--- src/rtl/mel_log_compress.sv ---
// Log2 compression of mel filterbank energies into the DCT input buffer.
// Sequences frames: last code written -> DCT start pulse -> hold off until DCT done.
module mel_log_compress #(
  parameter int NUM_FILTERS  = 40,
  parameter int ENERGY_WIDTH = 32,
  parameter int OUTPUT_WIDTH = 8,
  parameter int FRAC_BITS    = 2,
  parameter int NF_LOG2      = $clog2(NUM_FILTERS)
) (
  input  logic                    clk,
  input  logic                    rst_n,
  input  logic                    energy_valid_i,
  output logic                    energy_ready_o,
  input  logic [ENERGY_WIDTH-1:0] energy_i,
  input  logic [NF_LOG2-1:0]      energy_ptr_i,
  output logic                    out_valid_o,
  output logic [NF_LOG2-1:0]      frame_ptr_o,
  output logic [OUTPUT_WIDTH-1:0] power_o,
  output logic                    start_o,
  input  logic                    dct_done_i,
  output logic                    ptr_err_o
);
  localparam int MSB_W    = $clog2(ENERGY_WIDTH);
  localparam int CODE_W   = MSB_W + FRAC_BITS;
  localparam int CODE_MAX = 2**(OUTPUT_WIDTH-1) - 1;
  localparam logic [NF_LOG2-1:0] LAST_IDX = NF_LOG2'(NUM_FILTERS - 1);

  typedef enum logic [1:0] {COLLECT, FLUSH, START, WAIT_DCT} state_t;

  state_t             state_q, state_d;
  logic [NF_LOG2-1:0] count_q, count_d;
  logic               accept, last_accept;

  logic                    in_valid_q, in_last_q;
  logic [ENERGY_WIDTH-1:0] in_x_q;
  logic [NF_LOG2-1:0]      in_ptr_q;

  logic                    s1_valid_q, s1_last_q;
  logic [ENERGY_WIDTH-1:0] s1_x_q;
  logic [NF_LOG2-1:0]      s1_ptr_q;
  logic [MSB_W-1:0]        s1_msb_q;

  logic                    out_valid_q, out_last_q, ptr_err_q;
  logic [NF_LOG2-1:0]      frame_ptr_q;
  logic [OUTPUT_WIDTH-1:0] power_q;

  logic [MSB_W-1:0]        msb_d;
  logic [FRAC_BITS-1:0]    frac_d;
  logic [CODE_W-1:0]       code_d;
  logic [OUTPUT_WIDTH-1:0] power_d;

  assign energy_ready_o = (state_q == COLLECT);
  assign accept         = energy_valid_i && energy_ready_o;
  assign last_accept    = accept && (count_q == LAST_IDX);

  always_ff @(posedge clk or negedge rst_n) begin
    if (!rst_n) begin
      state_q <= COLLECT;
      count_q <= '0;
    end else begin
      state_q <= state_d;
      count_q <= count_d;
    end
  end

  always_comb begin
    state_d = state_q;
    count_d = count_q;
    case (state_q)
      COLLECT: begin
        if (accept) begin
          count_d = count_q + NF_LOG2'(1);
          if (last_accept) state_d = FLUSH;
        end
      end
      // The last sample carries a tag so earlier in-flight codes do not trigger START.
      FLUSH:    if (out_valid_q && out_last_q) state_d = START;
      START:    state_d = WAIT_DCT;
      WAIT_DCT: begin
        if (dct_done_i) begin
          state_d = COLLECT;
          count_d = '0;
        end
      end
      default:  state_d = COLLECT;
    endcase
  end

  // Priority encoder: highest set bit wins.
  always_comb begin
    msb_d = '0;
    for (int i = 0; i < ENERGY_WIDTH; i++) begin
      if (in_x_q[i]) msb_d = MSB_W'(i);
    end
  end

  always_comb begin
    frac_d  = FRAC_BITS'({s1_x_q, {FRAC_BITS{1'b0}}} >> s1_msb_q);
    code_d  = {s1_msb_q, frac_d};
    power_d = '0;
    if (s1_x_q != '0) begin
      if (32'(code_d) > 32'(CODE_MAX)) power_d = OUTPUT_WIDTH'(CODE_MAX);
      else                             power_d = OUTPUT_WIDTH'(code_d);
    end
  end

  always_ff @(posedge clk or negedge rst_n) begin
    if (!rst_n) begin
      in_valid_q  <= 1'b0;
      in_last_q   <= 1'b0;
      in_x_q      <= '0;
      in_ptr_q    <= '0;
      s1_valid_q  <= 1'b0;
      s1_last_q   <= 1'b0;
      s1_x_q      <= '0;
      s1_ptr_q    <= '0;
      s1_msb_q    <= '0;
      out_valid_q <= 1'b0;
      out_last_q  <= 1'b0;
      frame_ptr_q <= '0;
      power_q     <= '0;
      ptr_err_q   <= 1'b0;
    end else begin
      in_valid_q  <= accept;
      in_last_q   <= last_accept;
      s1_valid_q  <= in_valid_q;
      s1_last_q   <= in_last_q;
      out_valid_q <= s1_valid_q;
      out_last_q  <= s1_last_q;
      if (accept) begin
        in_x_q   <= energy_i;
        in_ptr_q <= energy_ptr_i;
        if (energy_ptr_i != count_q) ptr_err_q <= 1'b1;
      end
      if (in_valid_q) begin
        s1_x_q   <= in_x_q;
        s1_ptr_q <= in_ptr_q;
        s1_msb_q <= msb_d;
      end
      if (s1_valid_q) begin
        power_q     <= power_d;
        frame_ptr_q <= s1_ptr_q;
      end
    end
  end

  assign out_valid_o = out_valid_q;
  assign frame_ptr_o = frame_ptr_q;
  assign power_o     = power_q;
  assign start_o     = (state_q == START);
  assign ptr_err_o   = ptr_err_q;

endmodule

--- config.mk ---
export PLATFORM = sky130hd
export DESIGN_NAME = mel_log_compress
export DESIGN_NICKNAME = d
export VERILOG_FILES = /design/src/rtl/mel_log_compress.sv
export SDC_FILE = /design/constraint.sdc
export NUM_CORES = 1
export LEC_CHECK = 0
export CAP_MARGIN = 20
export CELL_PAD_IN_SITES_DETAIL_PLACEMENT = 1
export CELL_PAD_IN_SITES_GLOBAL_PLACEMENT = 2
export CORE_MARGIN = 2
export CORE_UTILIZATION = 39
export CTS_CLUSTER_SIZE = 8
export DETAILED_ROUTE_END_ITERATION = 8
export PLACE_DENSITY = 0.79
export SYNTH_ARGS = -nofsm -noshare
export SYNTH_HDL_FRONTEND = slang
export SYNTH_SLANG_ARGS = --single-unit
--- constraint.sdc ---
create_clock -name clk -period 2.65 [get_ports clk]
set_input_delay 0.3975 -clock clk [delete_from_list [all_inputs] [get_ports clk]]
set_output_delay 0.3975 -clock clk [all_outputs]
set_load 0.02 [all_outputs]
# ---- Yosys cells after proc, flatten, opt, wreduce, memory -nomap -nowiden
# Index checks and enable logic that the tools add are counted.
# W data, S select, Z words.
dict set report word_totals {
  output_inout_bits 18
  ff_bits 110
  wordCells 76
}
dict set report op_classes {
  add_sub_neg 1
  n_shift 1
  muxes 40
  n_eq_ne 9
  reduce_logical 9
}
# op count
set ops {}
lappend ops {{$mux W5} 30}
lappend ops {{$shr A34 B5 Y2} 1}
lappend ops {{$reduce_bool A32 Y1} 1}
lappend ops {{$mux W6} 2}
lappend ops {{$pmux W6 S2} 1}
lappend ops {{$mux W2} 4}
lappend ops {{$pmux W2 S4} 1}
lappend ops {{$mux W7} 1}
lappend ops {{$add A6 B1 Y6 const B} 1}
lappend ops {{$eq A6 B6 Y1 const B} 1}
lappend ops {{$ne A6 B6 Y1} 1}
lappend ops {{$eq A2 B2 Y1 const B} 2}
lappend ops {{$ne A2 B1 Y1 const B} 2}
lappend ops {{$ne A2 B2 Y1 const B} 2}
lappend ops {{$reduce_and A4 Y1} 1}
lappend ops {{$logic_and A1 B1 Y1} 3}
lappend ops {{$reduce_and A3 Y1} 1}
lappend ops {{$eq A2 B1 Y1 const B} 1}
lappend ops {{$logic_not A2 Y1} 1}
lappend ops {{$reduce_and A2 Y1} 1}
lappend ops {{$reduce_bool A2 Y1} 1}
lappend ops {{$mux W1} 1}

# ---- Longest topological paths before layout
dict set report depth {
  ltp_word 31
  ltp_mapped 8
  mapped_depth_nobuf 8
}

# ---- Worst setup path after synthesis
# OpenSTA, ideal clock, no wires.
dict set report synth_path {
  kind {register -> register}
  start {register state_q[0]}
  end {register state_q[1]}
  setup_ps 125
  setup_slack_ps 731
  n_path_buf 0
  period_less_slack_ps 1919
  stages_incl_launch_ff 7
  arrival_time_ps 1794
  path_cell_list {dfrtp_1 inv_1 ha_1 nand2_1 nor4_1 o21ai_0 mux2_2}
}
dict set report synth_between {
  elab_chain_len 5
  word_cells_on_any_way 12
  classes_between {7 x eq/ne; 1 x mux; 4 x reduce/logical}
}
# item line_no
set synth_rtl {}
lappend synth_rtl {{start, declared} 30} ;# state_t state_q, state_d;
lappend synth_rtl {{start signal, assigned} 61} ;# state_q <= state_d;
lappend synth_rtl {{$logic_not A2 Y1} 52} ;# assign energy_ready_o = (state_q == COLLECT);
lappend synth_rtl {{via energy_ready_o} 13} ;# output logic energy_ready_o,
lappend synth_rtl {{$logic_and A1 B1 Y1} 53} ;# assign accept = energy_valid_i && energy_ready_o;
lappend synth_rtl {{$logic_and A1 B1 Y1} 54} ;# assign last_accept = accept && (count_q == LAST_IDX);
lappend synth_rtl {{via last_accept} 32} ;# logic accept, last_accept;
lappend synth_rtl {{$ne A2 B1 Y1 (no line)} --}
lappend synth_rtl {{$reduce_and A4 Y1 (no line)} --}
# The timed path passes the listed nets, and every way through them passes these cells.
# A chain may end at the register's enable or synchronous reset.

# ---- Worst setup path after layout
dict set report layout_path {
  start {register state_q[1]}
  end {output port energy_ready_o}
}
dict set report layout_between {
  elab_chain_len 1
}
# item line_no
set layout_rtl {}
lappend layout_rtl {{$logic_not A2 Y1} 52}
lappend layout_rtl {{end, declared} 13}
# Every way passes these cells.

==> results by group <==
Outcome
  – Outcome: finished, final reports clean

Cells and area
  – Fillers: ~1.3k
  – Final-stage net count: just under 500
  – Share of cells above drive strength 1: 0.2264
  – Final core occ: 0.4831
  – Area Overhead vs Synth: 20.55%
  – N_diodes: 0

Floorplan
  – Die width: 118.1 µm
  – CORE AREA: roughly 13,000 µm²
  – # rows: between 40 and 50
  – Die Ht: about 120 µm
  – Initial Utilization: 0.4007
  – # IOs: 60
  – Die Area: between 10,000 and 15,000 µm²

Drt
  – DR pass1 iterations: 6
  – DR iter-0 viols: roughly 120
  – DRC violations left: 0
  – Post-route ant nets: 0
  – Vias per Instance: ~5.3
  – Total Wirelength: about 11 mm
  – Detailed-route via count: about 3.3k
  – Wire per inst: between 15 and 20 µm

Yosys
  – Async SR Flop Fraction: 1.000
  – Share of the synthesized area in the top cell type: 0.5372
  – Mapped Area: roughly 5000 µm²
  – Synth cell count leaders: dfrtp_1, mux2_2, inv_1
  – Top cells by area, synth: dfrtp_1, mux2_2, mux4_1
  – YS warnings: 0
  – Yosys reg bits: between 100 and 150
  – Yosys cell types: 43
  – Synth Net Count: between 400 and 500
  – Post-synth EDFFs: 0
  – Primary FF master, synth: dfrtp_1
  – Top-count cell post-synth: dfrtp_1
  – Cell accounting for the most synthesized area: dfrtp_1
  – Sequential fraction of the synthesis area: 0.5372
  – Gate Count Post-Synth: about 390
  – Syn_area_per_cell: ~13 µm²

Critical path
  – Critical path data arrival time: roughly 1.8 ns
  – Nature of the critical path endpoint: primary output
  – CP max FO: 6
  – Startpoint types: flop
  – Setup CP Type: reg -> out
  – CP required: 2.25 ns

Clocking
  – CTS Buf Count: 9
  – Clk sinks: approximately 110
  – Later-pin clock latency in the skew report: about 0.35 ns
  – CTS tree: yes
  – # Post-CTS Setup Buffers: 0
  – Post-CTS Resized: 0
  – H-tree depth: 3
  – # hold bufs at CTS: 0
  – Clk buf depth: 2
  – Clock root buffer: clkbuf_16
  – Clk pin slew, worst setup/hold paths: about 0.07 ns

STA
  – Final TNS setup: 0 ns
  – Max Freq: around 460 MHz
  – Final hold violations: 0
  – Clock Skews: ~0.0084 ns
  – Final Setup Violations: 0
  – Worst-Margin Slew: 0.6701 ns
  – Final worst path period share: 0.8177
  – RSZ-0062 raised after global routing: false
  – Slew headroom: 0.5533
  – Fin. max-slew vios: 0
  – Final Critical Period: approximately 2.2 ns

GRT
  – Overall routing resource usage: 0.1771
  – Initial antenna violation count: 0
  – First-pass GRT wire length: ~20 mm
  – GRT overflow: 0
  – Vias in the first global route: between 3k and 4k
  – Largest net degree at the start of global routing: 47

Job
  – Max Cap Viol: 0

Place
  – Port bufs: 58
  – Routability Congestion: roughly 0.81
  – Post-DP HPWL: 8.479 mm

Pwr
  – Max VDD drop: approximately 440 µV
  – PwrDens: approximately 1200 nW/µm²
  – LEAKAGE: ~2.6 nW

Worst hold path
  – Worst Hold Class: in -> async
[state kept, by name (all words and copies together), names as in the netlist, 2 cells and up]
register	flops
in_x_q	32
s1_x_q	32
power_o	7
count_q	6
frame_ptr_o	6
in_ptr_q	6
s1_ptr_q	6
s1_msb_q	5
state_q	2
[worst max-delay path, stage by stage, from the launching register on]
cell	delay, ns
dfrtp_1	0.41
inv_1	0.10
ha_1	0.27
clkdlybuf4s50_1	0.64
[path summary, 6_finish.rpt]
kind | start | endpoint | slack, ns | cells after the start
worst max-delay path | state_q[1] | energy_ready_o | 0.48 | 3
worst min-delay path | rst_n | state_q[0] | 0.04 | 1
worst max register to register | s1_msb_q[1] | power_o[0] | 0.57 | 4
worst min register to register | s1_last_q | out_last_q | 0.36 | 0
max in group asynchronous | rst_n | s1_x_q[5] | 1.90 | 2
min in group clk | s1_last_q | out_last_q | 0.36 | 0
[logic make-up after synthesis]
kind of cell / after synthesis / synth area share
flip-flops: 109 / 0.5372
multiplexers: 99 / 0.2634
AND/OR/NAND/NOR: 73 / 0.06949
AO/OA/AOI/OAI: 53 / 0.06482
buffers and inverters: 39 / 0.03475
XOR/XNOR: 10 / 0.01725
adder cells (fa/ha/maj): 5 / 0.01232
other: 1 / 0.0007386
[per-layer routing]
| layer | track usage | routed length [µm] | vias up |
|---|---|---|---|
| met3 | 0.03246 | 279 | 14 |
| met1 | 0.2358 | 5298 | 1702 |
| li1 | - | - | 1555 |
| met2 | 0.2905 | 5593 | 51 |
| met5 | 0 | 0 | - |
| met4 | 0.06175 | 201 | 0 |
[cell type report]
| cell class | instances | area (µm²) | area share |
|---|---|---|---|
| clock buffers | 13 | 250.2 | 0.04088 |
| repair buffers | 65 | 643.1 | 0.1051 |
| inverters | 24 | 90.09 | 0.01472 |
| multi-input cells | 241 | 2173 | 0.3551 |
| clock inverters | 3 | 21.27 | 0.003475 |
| flip-flops and latches | 109 | 2728 | 0.4456 |
| well taps | 172 | 215.2 | 0.03516 |
[where the power goes]
group          internal, mW  total [mW]  leakage, nW  switching (mW)
Sequential             2.45        3.35         1.29           0.896
Clock                 0.665        1.25        0.130           0.585
Combinational          1.56        2.66         1.16            1.10
[cell usage in the layout, fill, tap and decap left out, types with 2 or more instances in the layout]
cell             instances
o22ai_1                  7
mux2i_1                  5
a31oi_1                  3
buf_4                    7
inv_1                   24
nand2_1                 16
nand4_1                  4
a21oi_1                 10
o22a_1                   2
nor2b_1                  2
o311ai_0                 2
clkbuf_1                 3
clkdlybuf4s50_1         57
nor2_1                  22
nor4_1                  15
o21ai_0                 18
mux2_2                  78
xnor2_1                  3
mux4_2                   3
clkbuf_16                9
ha_1                     5
dfrtp_1                109
nand2b_1                 2
nand3_1                  4
nor3_1                   6
mux4_1                  13
xor2_1                   7
[metrics by stage]
step           instance area (µm²)  setup WS (ns)  power (mW)  std cells  hold WS [ns]
4_1_cts                       6121         0.4590       7.351        627       0.05758
2_1_floorplan                 5077         0.7309       5.034        389        0.1019
3_3_place_gp                  5849         0.6237       5.893        611        0.3348
3_5_place_dp                  5849         0.5920       6.064        611        0.3457
5_1_grt                       6121         0.3921       7.809        627       0.06796
6_report                      6121         0.4831       7.259        627       0.03829
Power figures use the tool's default switching activity.
